## src/rtl/sliding_window_accumulator_pkg.sv

```systemverilog
// Shared window-state encoding and the accumulator width rule
// for the sliding window accumulator.
package sliding_window_accumulator_pkg;

  typedef enum logic {
    FILL = 1'b0,
    RUN  = 1'b1
  } win_state_e;

  function automatic int sum_width(
    input int positions,
    input int width
  );
    return width + $clog2(positions);
  endfunction

endpackage

```

## src/rtl/window_fill_ctrl.sv

```systemverilog
// Fill counter and FILL/RUN control for the sliding window;
// flags the edge that completes the first full window.
module window_fill_ctrl
  import sliding_window_accumulator_pkg::*;
#(
  parameter int POSITIONS = 8
) (
  input  logic clk,
  input  logic rst_n,
  input  logic i_clear,
  output logic o_run,
  output logic o_fill_done,
  output logic o_valid
);

  localparam int CW = $clog2(POSITIONS + 1);
  localparam logic [CW-1:0] LAST = CW'(POSITIONS - 1);
  localparam logic [CW-1:0] FULL = CW'(POSITIONS);

  win_state_e r_state;
  win_state_e w_state_nxt;
  logic [CW-1:0] r_cnt;
  logic [CW-1:0] w_cnt_nxt;
  logic r_valid;

  always_ff @(posedge clk) begin
    if (!rst_n) begin
      r_state <= FILL;
      r_cnt   <= '0;
      r_valid <= 1'b0;
    end else begin
      r_state <= w_state_nxt;
      r_cnt   <= w_cnt_nxt;
      r_valid <= (w_state_nxt == RUN);
    end
  end

  // The clear-edge sample is window sample 1.
  always_comb begin
    w_state_nxt = r_state;
    w_cnt_nxt   = r_cnt;
    o_fill_done = 1'b0;
    if (i_clear) begin
      w_state_nxt = FILL;
      w_cnt_nxt   = CW'(1);
    end else begin
      unique case (r_state)
        FILL: begin
          w_cnt_nxt = r_cnt + 1'b1;
          if (r_cnt == LAST) begin
            w_state_nxt = RUN;
            o_fill_done = 1'b1;
          end
        end
        RUN: w_cnt_nxt = FULL;
        default: w_state_nxt = FILL;
      endcase
    end
  end

  assign o_run   = (r_state == RUN);
  assign o_valid = r_valid;

endmodule

```

## src/rtl/sliding_window_accumulator.sv

```systemverilog
// Running sum, average and peak over the last POSITIONS samples,
// fed by an external delay line that supplies the oldest sample.
module sliding_window_accumulator
  import sliding_window_accumulator_pkg::*;
#(
  parameter int POSITIONS = 8,
  parameter int WIDTH     = 8,
  localparam int SW = sum_width(POSITIONS, WIDTH)
) (
  input  logic             clk,
  input  logic             rst_n,
  input  logic             clear,
  input  logic [WIDTH-1:0] si,
  input  logic [WIDTH-1:0] so,
  output logic [SW-1:0]    sum,
  output logic [WIDTH-1:0] avg,
  output logic             window_valid,
  output logic [SW-1:0]    peak
);

  logic          w_run;
  logic          w_fill_done;
  logic [SW-1:0] w_si;
  logic [SW-1:0] w_so;
  logic [SW-1:0] w_sum_nxt;
  logic [SW-1:0] w_peak_nxt;
  logic [SW-1:0] r_sum;
  logic [SW-1:0] r_peak;

  window_fill_ctrl #(
    .POSITIONS(POSITIONS)
  ) u_ctrl (
    .clk        (clk),
    .rst_n      (rst_n),
    .i_clear    (clear),
    .o_run      (w_run),
    .o_fill_done(w_fill_done),
    .o_valid    (window_valid)
  );

  assign w_si = {{(SW-WIDTH){1'b0}}, si};
  assign w_so = {{(SW-WIDTH){1'b0}}, so};

  // so is stale until the window is full.
  always_comb begin
    w_sum_nxt  = r_sum + w_si;
    w_peak_nxt = r_peak;
    if (clear) begin
      w_sum_nxt  = w_si;
      w_peak_nxt = '0;
    end else if (w_run) begin
      w_sum_nxt = r_sum + w_si - w_so;
      if (w_sum_nxt > r_peak)
        w_peak_nxt = w_sum_nxt;
    end else if (w_fill_done) begin
      w_peak_nxt = w_sum_nxt;
    end
  end

  always_ff @(posedge clk) begin
    if (!rst_n) begin
      r_sum  <= '0;
      r_peak <= '0;
    end else begin
      r_sum  <= w_sum_nxt;
      r_peak <= w_peak_nxt;
    end
  end

  assign sum  = r_sum;
  assign peak = r_peak;
  assign avg  = r_sum[SW-1 -: WIDTH];

endmodule
```

## config.mk

```make
export PLATFORM = sky130hd
export DESIGN_NAME = sliding_window_accumulator
export DESIGN_NICKNAME = d
export VERILOG_FILES = /design/src/rtl/sliding_window_accumulator_pkg.sv /design/src/rtl/window_fill_ctrl.sv /design/src/rtl/sliding_window_accumulator.sv
export SDC_FILE = /design/constraint.sdc
export NUM_CORES = 1
export LEC_CHECK = 0
export ABC_CLOCK_PERIOD_IN_PS = 5350
export CAP_MARGIN = 30
export CORE_ASPECT_RATIO = 1.5
export CORE_MARGIN = 2
export CORE_UTILIZATION = 35
export DETAILED_ROUTE_END_ITERATION = 10
export MAX_ROUTING_LAYER = met4
export PLACE_DENSITY = 0.58
export SKIP_LAST_GASP = 1
export SLEW_MARGIN = 20
export SYNTH_ARGS = -nofsm -noshare
export SYNTH_HDL_FRONTEND = slang
export SYNTH_SLANG_ARGS = --single-unit
```

## constraint.sdc

```tcl
create_clock -name clk -period 5.35 [get_ports clk]
set_clock_uncertainty 0.1 [all_clocks]
set_input_delay 0.8025 -clock clk [delete_from_list [all_inputs] [get_ports clk]]
set_output_delay 0.8025 -clock clk [all_outputs]
set_load 0.02 [all_outputs]
```

Word level (Yosys, flattened, before mapping)
Index checks and enable logic that the tools add are counted.

operators by class
  add/sub/neg operators = 3
  multipliers = 0
  divide/modulo/power cells = 0
  $lt $le $gt $ge = 1
  equal/unequal tests = 2
  shifts and indexed selects = 0
  multiplexer cells = 11
  bitwise gates (word level) = 2
  reductions and logical operators = 3

operators by type and width
  operator                                             count
  2-to-1 mux 11 bit                                    4
  adder 11 x 8 -> 11 bit                               1
  > comparator 11 bit                                  1
  subtractor 11 x 8 -> 11 bit                          1
  2-to-1 mux 8 bit                                     1
  case mux 4 bit (2 select lines)                      1
  2-to-1 mux 1 bit                                     5
  adder 4 x 1 -> 4 bit, second input constant          1
  equality test 4 x 3 -> 1 bit, second input constant  1
  != test 2 bit, second input constant                 1
  NOT 1 bit                                            2
  AND reduction 2 bit                                  1
  nonzero test 2 bit                                   1
  OR reduction 2 bit                                   1

word-level totals
  register bits = 27
  latch bits = 0
  bits in writable memories = 0
  ROM bits = 0
  input port bits = 19
  output and inout bits = 31
  logic and storage cells = 28
  memories kept = 0

Longest topological paths before layout
Gate-level depths: netlist of the first run.

  word-level depth = 6
  gate-level depth with buffers = 21
  mapped depth without buffers = 20

By module
A second synthesis of the first run with hierarchy kept.

second synthesis, totals
  cell total of the unflattened synthesis = 288
  area, all modules = 2379.8 µm²

modules (own cells, without submodules)
  module                      instances  cells an instance  area an instance (µm²)  sequential area each (µm²)
  sliding_window_accumulator  1          267                2163.3                  440.4
  window_fill_ctrl            1          21                 216.5                   100.1

Worst setup path before layout of the first run
OpenSTA, ideal clock, no wires.

  path kind = input-to-reg
  start = input port si[0]
  end = register r_peak[3] (netlist: peak[3])
  library setup time = 86 ps
  arrival = 4545 ps
  required time = 5164 ps
  slack = 620 ps
  stages on the path = 19
  cell sequence = ha_1 -> inv_1 -> fa_1 -> nor2b_4 -> o31ai_2 -> a21boi_0 -> nor2_1 -> ha_1 -> a211oi_1 -> a311o_1 -> or3b_1 -> xnor2_1 -> ha_1 -> nand4_1 -> o41ai_1 -> a21o_1 -> buf_2 -> nand2_1 -> a211oi_1

between the ends
  longest elaborated chain between the ends = 5
  elaborated cells on any way between the ends = 8
  classes of those cells = add/sub (2); order compare (1); eq/ne (1); mux (3); reduce/logical (1)

RTL lines
  element                        line                                                                text
  start, declared                sliding_window_accumulator.sv:13                                    input logic [WIDTH-1:0] si,
  adder 11 x 8 -> 11 bit *       sliding_window_accumulator.sv:46, sliding_window_accumulator.sv:52
  subtractor 11 x 8 -> 11 bit    sliding_window_accumulator.sv:52                                    w_sum_nxt = r_sum + w_si - w_so;
  > comparator 11 bit            sliding_window_accumulator.sv:53                                    if (w_sum_nxt > r_peak)
  != test 2 bit (no line)        --
  AND reduction 2 bit (no line)  --
  end signal, assigned           sliding_window_accumulator.sv:66                                    r_peak <= w_peak_nxt;
  end, declared                  sliding_window_accumulator.sv:28                                    logic [SW-1:0] r_peak;

Every way passes the cells marked *; elsewhere a longest branch is shown, timed or not. The select of a mux whose other input is x is not followed.
A chain may end at the register's enable or synchronous reset.

Worst setup path in the final report of the first run
  start = input port si[0]
  end = register r_peak[1] (netlist: peak[1])

The elaborated chain is that of the path after synthesis.

==> results.py, run 1 <==
metrics = {
    "critical_path": {
        "start_kind": "primary input",
        "crit_top_cell": "ha_1",
        "cp_slowest_stage_delay_ps": 490,
        "critPathKind": "primary input to flop",
        "cp.required_ps": 5470,
        "worstPathCellList": "clkdlybuf4s50_1 > ha_1 > inv_1 > fa_2 > nor2b_4 > o31ai_2 > a21boi_0 > nor2_1 > ha_1 > a211oi_2 > a311o_1 > or3b_1 > xnor2_1 > ha_1 > nand4_1 > nor3_2 > o31ai_1 > a21o_1 > buf_4 > a221o_1 > a21oi_1",
        "cp_data_arrival_time_ps": 5260,
        "worstSetupEndpointType": "flop",
        "crit_slowest_cell": "clkdlybuf4s50_1",
        "path_max_fanout": 5,
    },
    "finish": {
        "layoutNonFillerInstCount": 446,
        "nNetsFinal": 419,
        "layout_commonest_cell": "clkdlybuf4s50_1",
        "fill_cells": 685,
        "antenna_cells": 0,
        "most-common-layout-cells": "49 x clkdlybuf4s50_1, 29 x inv_1, 29 x nor2_1, 29 x buf_4",
        "layout-drive-gt1-share": 0.1467,
        "syn_to_final_growth_pct": 33.80,
    },
    "clock_tree": {
        "ctsLongestPathBuffers": 2,
        "clk_latency_ps": 290,
        "clk_pin_slew_ps": 110,
        "numClockSinks": 27,
        "cts_root_buf": "clkbuf_8",
        "cts_buffers": 3,
        "h-tree-depth": 1,
        "tritoncts": "yes",
    },
    "routing": {
        "drcViolationCount": 0,
        "num_vias": 2432,
        "firstDrtPassIters": 4,
        "wire_per_inst_um": 15.35,
        "finalWirelength_um": 6845,
        "antenna_left": 0,
        "vias_per_cell": 5.453,
        "drt_iter0_markers": 81,
    },
    "floorplanning": {
        "core_mm2": 0.006759,
        "rows": 37,
        "dieWidth_um": 71.65,
        "start_util": 0.3554,
        "pin_count": 50,
        "die_y_um": 105.5,
        "dieArea_mm2": 0.007556,
    },
    "timing": {
        "worst_pin_slew_ps": 821.9,
        "finalSetupViolCount": 0,
        "slew_viol_final": 0,
        "fmax_ghz": 0.1943,
        "hold_viol_final": 0,
        "finalSetupTns_ps": 0,
        "period_share": 0.9619,
        "period_minus_slack_ps": 5146,
        "relSlewSlack": 0.4475,
    },
    "grt": {
        "gr-total-overflow": 0,
        "grt.total_usage": 0.1872,
        "grt_pass1_wl_um": 11120,
        "grt_start_max_net_pins": 21,
        "first_global_vias": 2482,
        "antenna_found_initial": 0,
    },
    "synth": {
        "synth_edf_count": 0,
        "ys_seq_area_frac": 0.2250,
        "synthCells": 301,
        "synthArstFlopShare": 0,
        "ys_seq_elements": 27,
        "yosysTopAreaCellShare": 0.2250,
        "synthDistinctLibCells": 56,
        "yosys_warnings": 0,
        "syn-cell-area_mm2": 0.002402,
        "synth_fp_nets": 351,
        "synth.avg_cell_area_um2": 7.981,
        "yosys.area.top_type": "dfxtp_1",
        "synthTopCellsByArea": "dfxtp_1 23%, ha_1 15%, inv_1 4.5%, nor2_1 4.5%, a21oi_1 4.4%",
        "synth_flop_cell": "dfxtp_1",
    },
    "power": {
        "clockPowerShare": 0.156,
        "comb_power_share": 0.586,
        "p_switching_w": 0.0003385,
        "p_int_w": 0.0004989,
        "power_density_mw_per_mm2": 260.5,
        "switching_share": 0.4043,
        "ir_drop_mv": 0.1204,
        "leakage_nw": 1.327,
        "p_seq_frac": 0.258,
    },
    "hold_path": {
        "hold_class": "flop to flop",
    },
    "status": {
        "outcome": "completed",
    },
    "place": {
        "dp_hpwl_um": 5448,
        "gp_congestion": 0.9219,
        "io_buffers": 49,
        "place_inst": 440,
    },
    "job": {
        "maxCapViolations": 0,
    },
}
## metrics by stage
step	instance area (um2)	util	setup slack, ps	hold WS (ps)	power [W]
finish	3214	0.4756	204.0	404.8	0.0008374
global route	3214	0.4756	-33.99	435.5	0.0009084
global placement	3095	0.4580	-110.6	374.5	0.0006781
floorplan	2402	-	619.6	412.6	0.0005353
detailed placement	3095	0.4580	-205.1	385.7	0.0006821
CTS	3142	0.4648	83.89	403.3	0.0008148
## final timing paths
| path | from | endpoint | slack (ps) | cells after the start |
|---|---|---|---|---|
| min reg2reg | peak[1]$_SDFFE_PP0P_ | peak[1]$_SDFFE_PP0P_ | 400 | 2 |
| min | peak[1]$_SDFFE_PP0P_ | peak[1]$_SDFFE_PP0P_ | 400 | 2 |
| max | si[0] | peak[1]$_SDFFE_PP0P_ | 200 | 21 |
| max reg2reg | sum[0]$_SDFF_PN0_ | peak[1]$_SDFFE_PP0P_ | 830 | 20 |
## layout make-up
cell class,count,area (um2),share of cell area
multi-input cells,229,1709,0.5317
repair buffers,78,708.2,0.2203
flip-flops and latches,27,540.5,0.1682
inverters,30,112.6,0.03503
well taps,78,97.59,0.03036
clock buffers,3,41.29,0.01285
clock inverters,1,5.005,0.001557
## critical path, delay by kind of cell
| family | cells | cell delay [ps] |
|---|---|---|
| AOI/OAI and AO/OA | 8 | 1600 |
| xor gates and xnor gates | 1 | 140 |
| adders and majority gates | 4 | 1150 |
| buffers and inverters | 3 | 700 |
| and+or+nand+nor | 5 | 870 |
## cells in the mapped netlist (2+ instances only)
library cell	count
ha_1	29
inv_1	29
nor2_1	29
dfxtp_1	27
a21oi_1	21
nand2_1	16
o21ai_0	14
a211oi_1	13
nor3_1	10
xnor2_1	10
buf_4	8
o21a_1	8
nand3_1	6
o31ai_1	6
a21boi_0	5
a31oi_1	4
and2_1	4
clkbuf_1	4
nand4_1	4
o211a_1	4
a21o_1	3
a311oi_1	3
mux2i_1	3
nor2b_1	3
or3_1	3
xor2_1	3
fa_1	2
mux2_2	2
## kinds of logic after synthesis
family / after synthesis / synth area share
mux: 5 / 0.02187
flops: 27 / 0.2250
fa+ha+maj: 31 / 0.1677
compound gates: 95 / 0.2740
simple gates: 85 / 0.1766
xor+xnor: 13 / 0.04740
buf+inv: 45 / 0.08749
## per-layer routing
metal | global-route usage | vias to the layer above | wire (um) | share of wire
met1 | 0.2152 | 1148 | 2900 | 0.42
met2 | 0.3386 | 55 | 3586 | 0.52
li1 | - | 1218 | - | -
met3 | 0.01338 | 11 | 213 | 0.031
met4 | 0.05930 | 0 | 144 | 0.021
met5 | - | - | 0 | 0
## sequential cells by signal, summed over array words and instances, names as in the netlist
name,flops
u_ctrl.o_valid,1
sum,11
peak,11
u_ctrl.r_cnt,4
## power by group through the flow
| stage | clock network, W | registers [W] | logic (W) |
|---|---|---|---|
| 6_report | 0.000131 | 0.000216 | 0.000491 |
| 5_1_grt | 0.000140 | 0.000217 | 0.000551 |
| 4_1_cts | 0.000132 | 0.000216 | 0.000467 |
| 3_5_place_dp | 0 | 0.000220 | 0.000462 |
| 3_3_place_gp | 0 | 0.000220 | 0.000458 |
| 2_1_floorplan | 0 | 0.000227 | 0.000308 |
## what timing repair did
item,4_1_cts,5_1_grt
hold buffers,0,0
setup endpoints to repair,0,11
gates resized for setup,0,11
setup buffers,0,2
(Power assumes the default switching activity.)
==> run 2, diff against run 1 <==
--- a/config.mk
+++ b/config.mk
@@ -5,11 +5,12 @@
 export SDC_FILE = /design/constraint.sdc
 export NUM_CORES = 1
 export LEC_CHECK = 0
-export ABC_CLOCK_PERIOD_IN_PS = 5350
+export ABC_CLOCK_PERIOD_IN_PS = 5400
 export CAP_MARGIN = 30
 export CORE_ASPECT_RATIO = 1.5
 export CORE_MARGIN = 2
 export CORE_UTILIZATION = 35
+export CTS_CLUSTER_SIZE = 40
 export DETAILED_ROUTE_END_ITERATION = 10
 export MAX_ROUTING_LAYER = met4
 export PLACE_DENSITY = 0.58
==> constraint.sdc (replaced) <==
create_clock -name clk -period 5.4 [get_ports clk]
set_clock_uncertainty 0.1 [all_clocks]
set_input_delay 0.81 -clock clk [delete_from_list [all_inputs] [get_ports clk]]
set_output_delay 0.81 -clock clk [all_outputs]
set_load 0.02 [all_outputs]
==> run 2 against run 1 <==
  * Via count fell by 1.9%
  * Critical path depth did not move
  * Cell count fell by 0.67%
  * Die area did not move
  * Final area fell by 0.74%
  * Power fell by 1.9%
  * Setup slack improved by 54 ps
==> results.py, run 2 (synthesis results as in run 1) <==
metrics = {
    "clock_tree": {
        "ctsHoldBuffers": 0,
        "tritoncts": "yes",
        "clk_latency_ps": 290,
        "numClockSinks": 27,
        "clk_pin_slew_ps": 100,
        "h-tree-depth": 1,
        "ctsLongestPathBuffers": 2,
        "cts_buffers": 3,
        "cts_root_buf": "clkbuf_8",
    },
    "grt": {
        "grt.total_usage": 0.1843,
        "antenna_found_initial": 0,
        "first_global_vias": 2384,
        "grt_pass1_wl_um": 10890,
        "gr-total-overflow": 0,
        "grt_start_max_net_pins": 21,
    },
    "place": {
        "gp_congestion": 0.8888,
        "dp_hpwl_um": 5458,
        "io_buffers": 49,
    },
    "critical_path": {
        "worstSetupEndpointType": "flop",
        "start_kind": "primary input",
        "crit_slowest_cell": "clkdlybuf4s50_1",
        "worstPathCellList": "clkdlybuf4s50_1 > ha_4 > a21oi_2 > a21boi_0 > o21a_1 > or3_1 > and2_1 > ha_1 > o21ai_1 > o2bb2ai_1 > a311o_1 > or3b_1 > xnor2_1 > ha_1 > nand4_1 > nor3_2 > o31ai_1 > a21o_1 > buf_4 > a221o_1 > a21oi_1",
        "r2r_start": "sum[0]$_SDFF_PN0_",
        "cp_data_arrival_time_ps": 5260,
        "cp.required_ps": 5510,
        "rrSetupSlack_ps": 920,
        "crit_top_cell": "ha_1",
        "cp_slowest_stage_delay_ps": 550,
        "path_max_fanout": 5,
        "reg2reg_depth": 21,
        "reg2reg_to": "peak[1]$_SDFFE_PP0P_",
        "critPathKind": "primary input to flop",
    },
    "timing": {
        "period_minus_slack_ps": 5142,
        "finalSetupTns_ps": 0,
        "hold_viol_final": 0,
        "finalSetupViolCount": 0,
        "worst_pin_slew_ps": 827.5,
        "period_share": 0.9523,
        "slew_viol_final": 0,
        "fmax_ghz": 0.1945,
        "relSlewSlack": 0.4437,
    },
    "hold_path": {
        "min-delay-start": "peak[1]$_SDFFE_PP0P_",
        "whs_path_depth": 2,
        "hold_class": "flop to flop",
        "hold-path-endpoint": "peak[1]$_SDFFE_PP0P_",
    },
    "floorplanning": {
        "core_mm2": 0.006759,
        "dieWidth_um": 71.65,
        "dieArea_mm2": 0.007556,
        "start_util": 0.3554,
        "rows": 37,
        "pin_count": 50,
        "die_y_um": 105.5,
    },
    "routing": {
        "finalWirelength_um": 6774,
        "firstDrtPassIters": 4,
        "antenna_left": 0,
        "drcViolationCount": 0,
        "wire_per_inst_um": 15.29,
        "vias_per_cell": 5.384,
        "drt_iter0_markers": 55,
        "num_vias": 2385,
    },
    "finish": {
        "syn_to_final_growth_pct": 32.81,
        "layout_commonest_cell": "clkdlybuf4s50_1",
        "antenna_cells": 0,
        "nNetsFinal": 416,
        "fill_cells": 684,
        "most-common-layout-cells": "49 x clkdlybuf4s50_1, 29 x inv_1, 29 x nor2_1, 27 x ha_1, 27 x dfxtp_1",
        "fin_util": 0.4720,
        "register_area_um2": 540.5,
        "multi_input_area_mm2": 0.001705,
        "layout-drive-gt1-share": 0.1370,
    },
    "power": {
        "p_seq_frac": 0.260,
        "leakage_nw": 1.308,
        "total_power_w": 0.0008216,
        "clockPowerShare": 0.156,
        "comb_power_share": 0.583,
        "p_int_w": 0.0004891,
        "switching_share": 0.4047,
        "ir_drop_mv": 0.1217,
        "p_switching_w": 0.0003325,
        "power_density_mw_per_mm2": 257.5,
    },
    "job": {
        "maxCapViolations": 0,
    },
    "status": {
        "outcome": "completed",
    },
}
[run 2: per-layer routing]
metal,vias to the layer above,track usage,part of all wire
met5,-,-,0
met4,0,0.06739,0.023
li1,1216,-,-
met1,1103,0.2114,0.41
met3,11,0.01434,0.032
met2,55,0.3287,0.53
[run 2: final cells by class]
class	count	area share
clock buffer	3	0.01294
clock inverter	1	0.002353
inverter	30	0.03529
multi-input combinational	229	0.5345
sequential	27	0.1694
tap	78	0.03059
timing repair buffer	75	0.2149
[run 2: how the worst max path moves through the flow]
stage / slack, ps / to / startpoint / depth (start not counted)
after floorplan: 660 / peak[3]$_SDFFE_PP0P_ / si[0] / 19
after global placement: -30 / peak[7]$_SDFFE_PP0P_ / si[0] / 22
after detailed placement: -160 / peak[2]$_SDFFE_PP0P_ / si[0] / 21
after CTS: 130 / peak[2]$_SDFFE_PP0P_ / si[0] / 21
after global routing: -8 / peak[1]$_SDFFE_PP0P_ / si[0] / 22
final: 260 / peak[1]$_SDFFE_PP0P_ / si[2] / 21
[run 2: critical path, delay by kind of cell]
family | cells | cell delay [ps]
AO/OA/AOI/OAI | 10 | 1600
adder cells (fa/ha/maj) | 3 | 830
buffers and inverters | 2 | 710
AND/OR/NAND/NOR | 5 | 1170
XOR/XNOR | 1 | 140
[run 2: metrics by stage]
stage | cells | hold WS (ps) | setup slack [ps] | instance area (um2)
6_report | 443 | 397.3 | 257.7 | 3191
5_1_grt | 443 | 438.6 | -7.847 | 3191
4_1_cts | 442 | 399.6 | 134.8 | 3129
3_5_place_dp | 438 | 381.2 | -156.0 | 3080
3_3_place_gp | 438 | 374.2 | -29.54 | 3080
2_1_floorplan | 301 | 412.6 | 662.1 | 2402
[run 2: timing repair]
item / in CTS / in global routing
setup endpoints to repair: 0 / 11
setup buffers: 0 / 1
resized for setup: 0 / 9
[run 2: power by group through the flow]
stage / combinational (W) / clock [W] / sequential, W
after global placement: 0.000450 / 0 / 0.000218
after global routing: 0.000533 / 0.000140 / 0.000215
final: 0.000479 / 0.000129 / 0.000214
after CTS: 0.000460 / 0.000134 / 0.000214
after floorplan: 0.000305 / 0 / 0.000225
after detailed placement: 0.000456 / 0 / 0.000218
==> run 3, diff against run 2 <==
--- a/config.mk
+++ b/config.mk
@@ -5,7 +5,7 @@
 export SDC_FILE = /design/constraint.sdc
 export NUM_CORES = 1
 export LEC_CHECK = 0
-export ABC_CLOCK_PERIOD_IN_PS = 5400
+export ABC_CLOCK_PERIOD_IN_PS = 6130
 export CAP_MARGIN = 30
 export CORE_ASPECT_RATIO = 1.5
 export CORE_MARGIN = 2
@@ -18,4 +18,5 @@
 export SLEW_MARGIN = 20
 export SYNTH_ARGS = -nofsm -noshare
 export SYNTH_HDL_FRONTEND = slang
+export SYNTH_HIERARCHICAL = 1
 export SYNTH_SLANG_ARGS = --single-unit
==> constraint.sdc (replaced) <==
create_clock -name clk -period 6.13 [get_ports clk]
set_clock_uncertainty 0.1 [all_clocks]
set_input_delay 0.9195 -clock clk [delete_from_list [all_inputs] [get_ports clk]]
set_output_delay 0.9195 -clock clk [all_outputs]
set_load 0.02 [all_outputs]
==> run 3 against run 2 <==
  * Highest routed layer unchanged
  * Final area decreased by 9.0%
  * Largest power group unchanged
  * Clock power decreased by 12%
  * Register-to-register slack better by 410 ps
  * Sequential share of layout area increased by 1.7 points
  * Largest cell class unchanged
  * Non-clock buffer count is 25 lower
  * Critical endpoint is now peak[6]$_SDFFE_PP0P_
  * Core utilization decreased by 2.8 points
  * Flip-flop and latch count is the same
  * Die area shrank 0.90%
==> results.py, run 3 <==
metrics = {
    "routing": {
        "vias_per_cell": 5.137,
        "wire_per_inst_um": 14.72,
        "drt_iter0_markers": 97,
        "finalWirelength_um": 5919,
        "drcViolationCount": 0,
        "antenna_left": 0,
        "firstDrtPassIters": 4,
        "num_vias": 2065,
    },
    "clock_tree": {
        "numClockSinks": 27,
        "ctsLongestPathBuffers": 2,
        "h-tree-depth": 1,
        "ctsHoldBuffers": 0,
        "cts_buffers": 3,
        "tritoncts": "yes",
        "clk_pin_slew_ps": 110,
        "cts_setup_buffers": 0,
        "clk_latency_ps": 290,
        "postCtsResizedCells": 0,
        "cts_root_buf": "clkbuf_8",
    },
    "timing": {
        "holdWs_ps": 405.9,
        "finalSetupTns_ps": 0,
        "slew_viol_final": 0,
        "period_minus_slack_ps": 5587,
        "worst_pin_slew_ps": 613.0,
        "period_share": 0.9114,
        "fmax_ghz": 0.1790,
        "finalSetupViolCount": 0,
        "hold_viol_final": 0,
        "relSlewSlack": 0.5901,
        "rsz0062_at_grt": "false",
        "fin_ws_ps": 543.4,
    },
    "synth": {
        "synth_flop_cell": "dfxtp_1",
        "synth.avg_cell_area_um2": 8.263,
        "yosysTopAreaCellShare": 0.2271,
        "synth_fp_nets": 338,
        "synthTopCellsByArea": "dfxtp_1 23%, ha_1 15%, inv_1 4.7%, nand2_1 4.3%, xnor2_1 3.7%",
        "synthArstFlopShare": 0,
        "synthDistinctLibCells": 58,
        "ys_top_cells_by_count": "30 x inv_1, 29 x ha_1, 27 x dfxtp_1, 27 x nand2_1, 23 x nor2_1",
        "ys_seq_area_frac": 0.2271,
        "ys_seq_elements": 27,
        "synth_most_common_cell": "inv_1",
        "yosys.area.top_type": "dfxtp_1",
        "syn-cell-area_mm2": 0.002380,
        "yosys_warnings": 6,
        "synthCells": 288,
        "synth_edf_count": 0,
    },
    "floorplanning": {
        "dieWidth_um": 71.33,
        "pin_count": 50,
        "start_util": 0.3644,
        "rows": 36,
        "core_mm2": 0.006531,
        "die_y_um": 105.0,
        "dieArea_mm2": 0.007488,
    },
    "grt": {
        "globalRouteMet1Util": 0.1933,
        "first_global_vias": 2015,
        "met2_usage": 0.2903,
        "gr-total-overflow": 0,
        "grt_pass1_wl_um": 9453,
        "grt.total_usage": 0.1614,
        "grt_start_max_net_pins": 19,
        "grtUsageMet3": 0.01350,
        "busiest_layer": "met2",
        "antenna_found_initial": 0,
    },
    "power": {
        "ir_drop_mv": 0.09953,
        "power_density_mw_per_mm2": 244.4,
        "p_seq_frac": 0.267,
        "p_int_w": 0.0004105,
        "switching_share": 0.4214,
        "comb_power_share": 0.573,
        "p_switching_w": 0.0002990,
        "leakage_nw": 1.146,
        "clockPowerShare": 0.160,
    },
    "hold_path": {
        "whs_path_depth": 2,
        "hold-path-endpoint": "peak[10]$_SDFFE_PP0P_",
        "min-delay-start": "peak[10]$_SDFFE_PP0P_",
        "hold_class": "flop to flop",
    },
    "place": {
        "dp_slack_ps": 271.9,
        "dpl_cell_area_mm2": 0.002854,
        "gp_congestion": 0.8559,
        "dp_hpwl_um": 4712,
        "io_buffers": 49,
    },
    "critical_path": {
        "worstPathCellList": "clkdlybuf4s50_1 > ha_1 > inv_1 > fa_1 > nand2b_2 > a21oi_2 > or2_1 > xor2_1 > ha_1 > a21oi_1 > nand2_1 > o211ai_1 > nand3b_1 > xnor2_1 > ha_1 > and4_1 > o21ai_1 > a31oi_1 > o21ai_1 > o21ai_4 > nor2_1 > a311oi_1",
        "start_kind": "primary input",
        "reg2reg_depth": 21,
        "crit_slowest_cell": "clkdlybuf4s50_1",
        "cp_slowest_stage_delay_ps": 510,
        "cp.required_ps": 6210,
        "crit_top_cell": "ha_1",
        "critPathKind": "primary input to flop",
        "worstSetupEndpointType": "flop",
        "cp_data_arrival_time_ps": 5670,
        "path_max_fanout": 18,
        "r2r_start": "sum[0]$_SDFF_PN0_",
        "rrSetupSlack_ps": 1330,
        "reg2reg_to": "peak[6]$_SDFFE_PP0P_",
    },
    "finish": {
        "layout-drive-gt1-share": 0.07055,
        "fill_cells": 677,
        "fin_area_mm2": 0.002903,
        "antenna_cells": 0,
        "most-common-layout-cells": "49 x clkdlybuf4s50_1, 30 x inv_1, 29 x ha_1, 27 x nand2_1, 27 x dfxtp_1",
        "nNetsFinal": 377,
        "syn_to_final_growth_pct": 21.98,
        "layout_commonest_cell": "clkdlybuf4s50_1",
    },
    "job": {
        "maxCapViolations": 0,
    },
    "status": {
        "outcome": "completed",
    },
}
run 3: cell count changes after synthesis, moves of 5 or more:
cell	change
a211oi_1	-12
nand2_1	+11
nor3_1	-8
a21oi_1	-6
nor2_1	-6
o31ai_1	-6
o21a_1	-5
run 3: kinds of logic after synthesis:
kind of cell / after synthesis / synth area share
and+or+nand+nor: 86 / 0.1840
AOI/OAI and AO/OA: 72 / 0.2177
buffers and inverters: 46 / 0.09726
adders and majority gates: 31 / 0.1693
DFF: 27 / 0.2271
xor gates and xnor gates: 18 / 0.06940
muxes: 8 / 0.03523
run 3: power groups by stage:
| stage | clock network (W) | logic (W) | registers (W) |
|---|---|---|---|
| 2_1_floorplan | 0 | 0.000300 | 0.000201 |
| 3_3_place_gp | 0 | 0.000407 | 0.000194 |
| 3_5_place_dp | 0 | 0.000408 | 0.000194 |
| 4_1_cts | 0.000117 | 0.000410 | 0.000190 |
| 5_1_grt | 0.000120 | 0.000459 | 0.000191 |
| 6_report | 0.000114 | 0.000406 | 0.000189 |
run 3: area by class of cell:
class                      instances  area, um2  share of cell area
sequential                        27      540.5              0.1862
inverter                          30      112.6             0.03879
tap                               76      95.09             0.03276
clock buffer                       3      41.29             0.01422
clock inverter                     1      7.507            0.002586
multi-input combinational        215       1608              0.5539
timing repair buffer              50      498.0              0.1716
run 3: metal layers:
metal / wire (um) / vias to the layer above
li1: - / 1069
met1: 2565 / 954
met2: 3145 / 40
met3: 173 / 2
met4: 35 / 0
met5: 0 / -
run 3: through the flow:
stage	util	cells	total power, W
CTS	0.4444	402	0.0007167
floorplan	-	288	0.0005007
finish	0.4444	402	0.0007094
global placement	0.4370	398	0.0006011
detailed placement	0.4370	398	0.0006015
global route	0.4444	402	0.0007696
run 3: how the worst max path moves through the flow:
stage,startpoint,cells after the start,end,slack (ps)
after floorplan,si[0],22,peak[0]$_SDFFE_PP0P_,1410
after global placement,si[0],22,peak[6]$_SDFFE_PP0P_,300
after detailed placement,si[0],22,peak[6]$_SDFFE_PP0P_,270
after CTS,si[0],22,peak[6]$_SDFFE_PP0P_,510
after global routing,si[0],22,peak[2]$_SDFFE_PP0P_,190
final,si[0],22,peak[6]$_SDFFE_PP0P_,540
run 3: critical path: cells and delay by family:
kind | cells | cell delay (ps)
AO/OA/AOI/OAI | 8 | 1690
adder cells (fa/ha/maj) | 4 | 1200
AND/OR/NAND/NOR | 6 | 910
buffers and inverters | 2 | 570
XOR/XNOR | 2 | 380
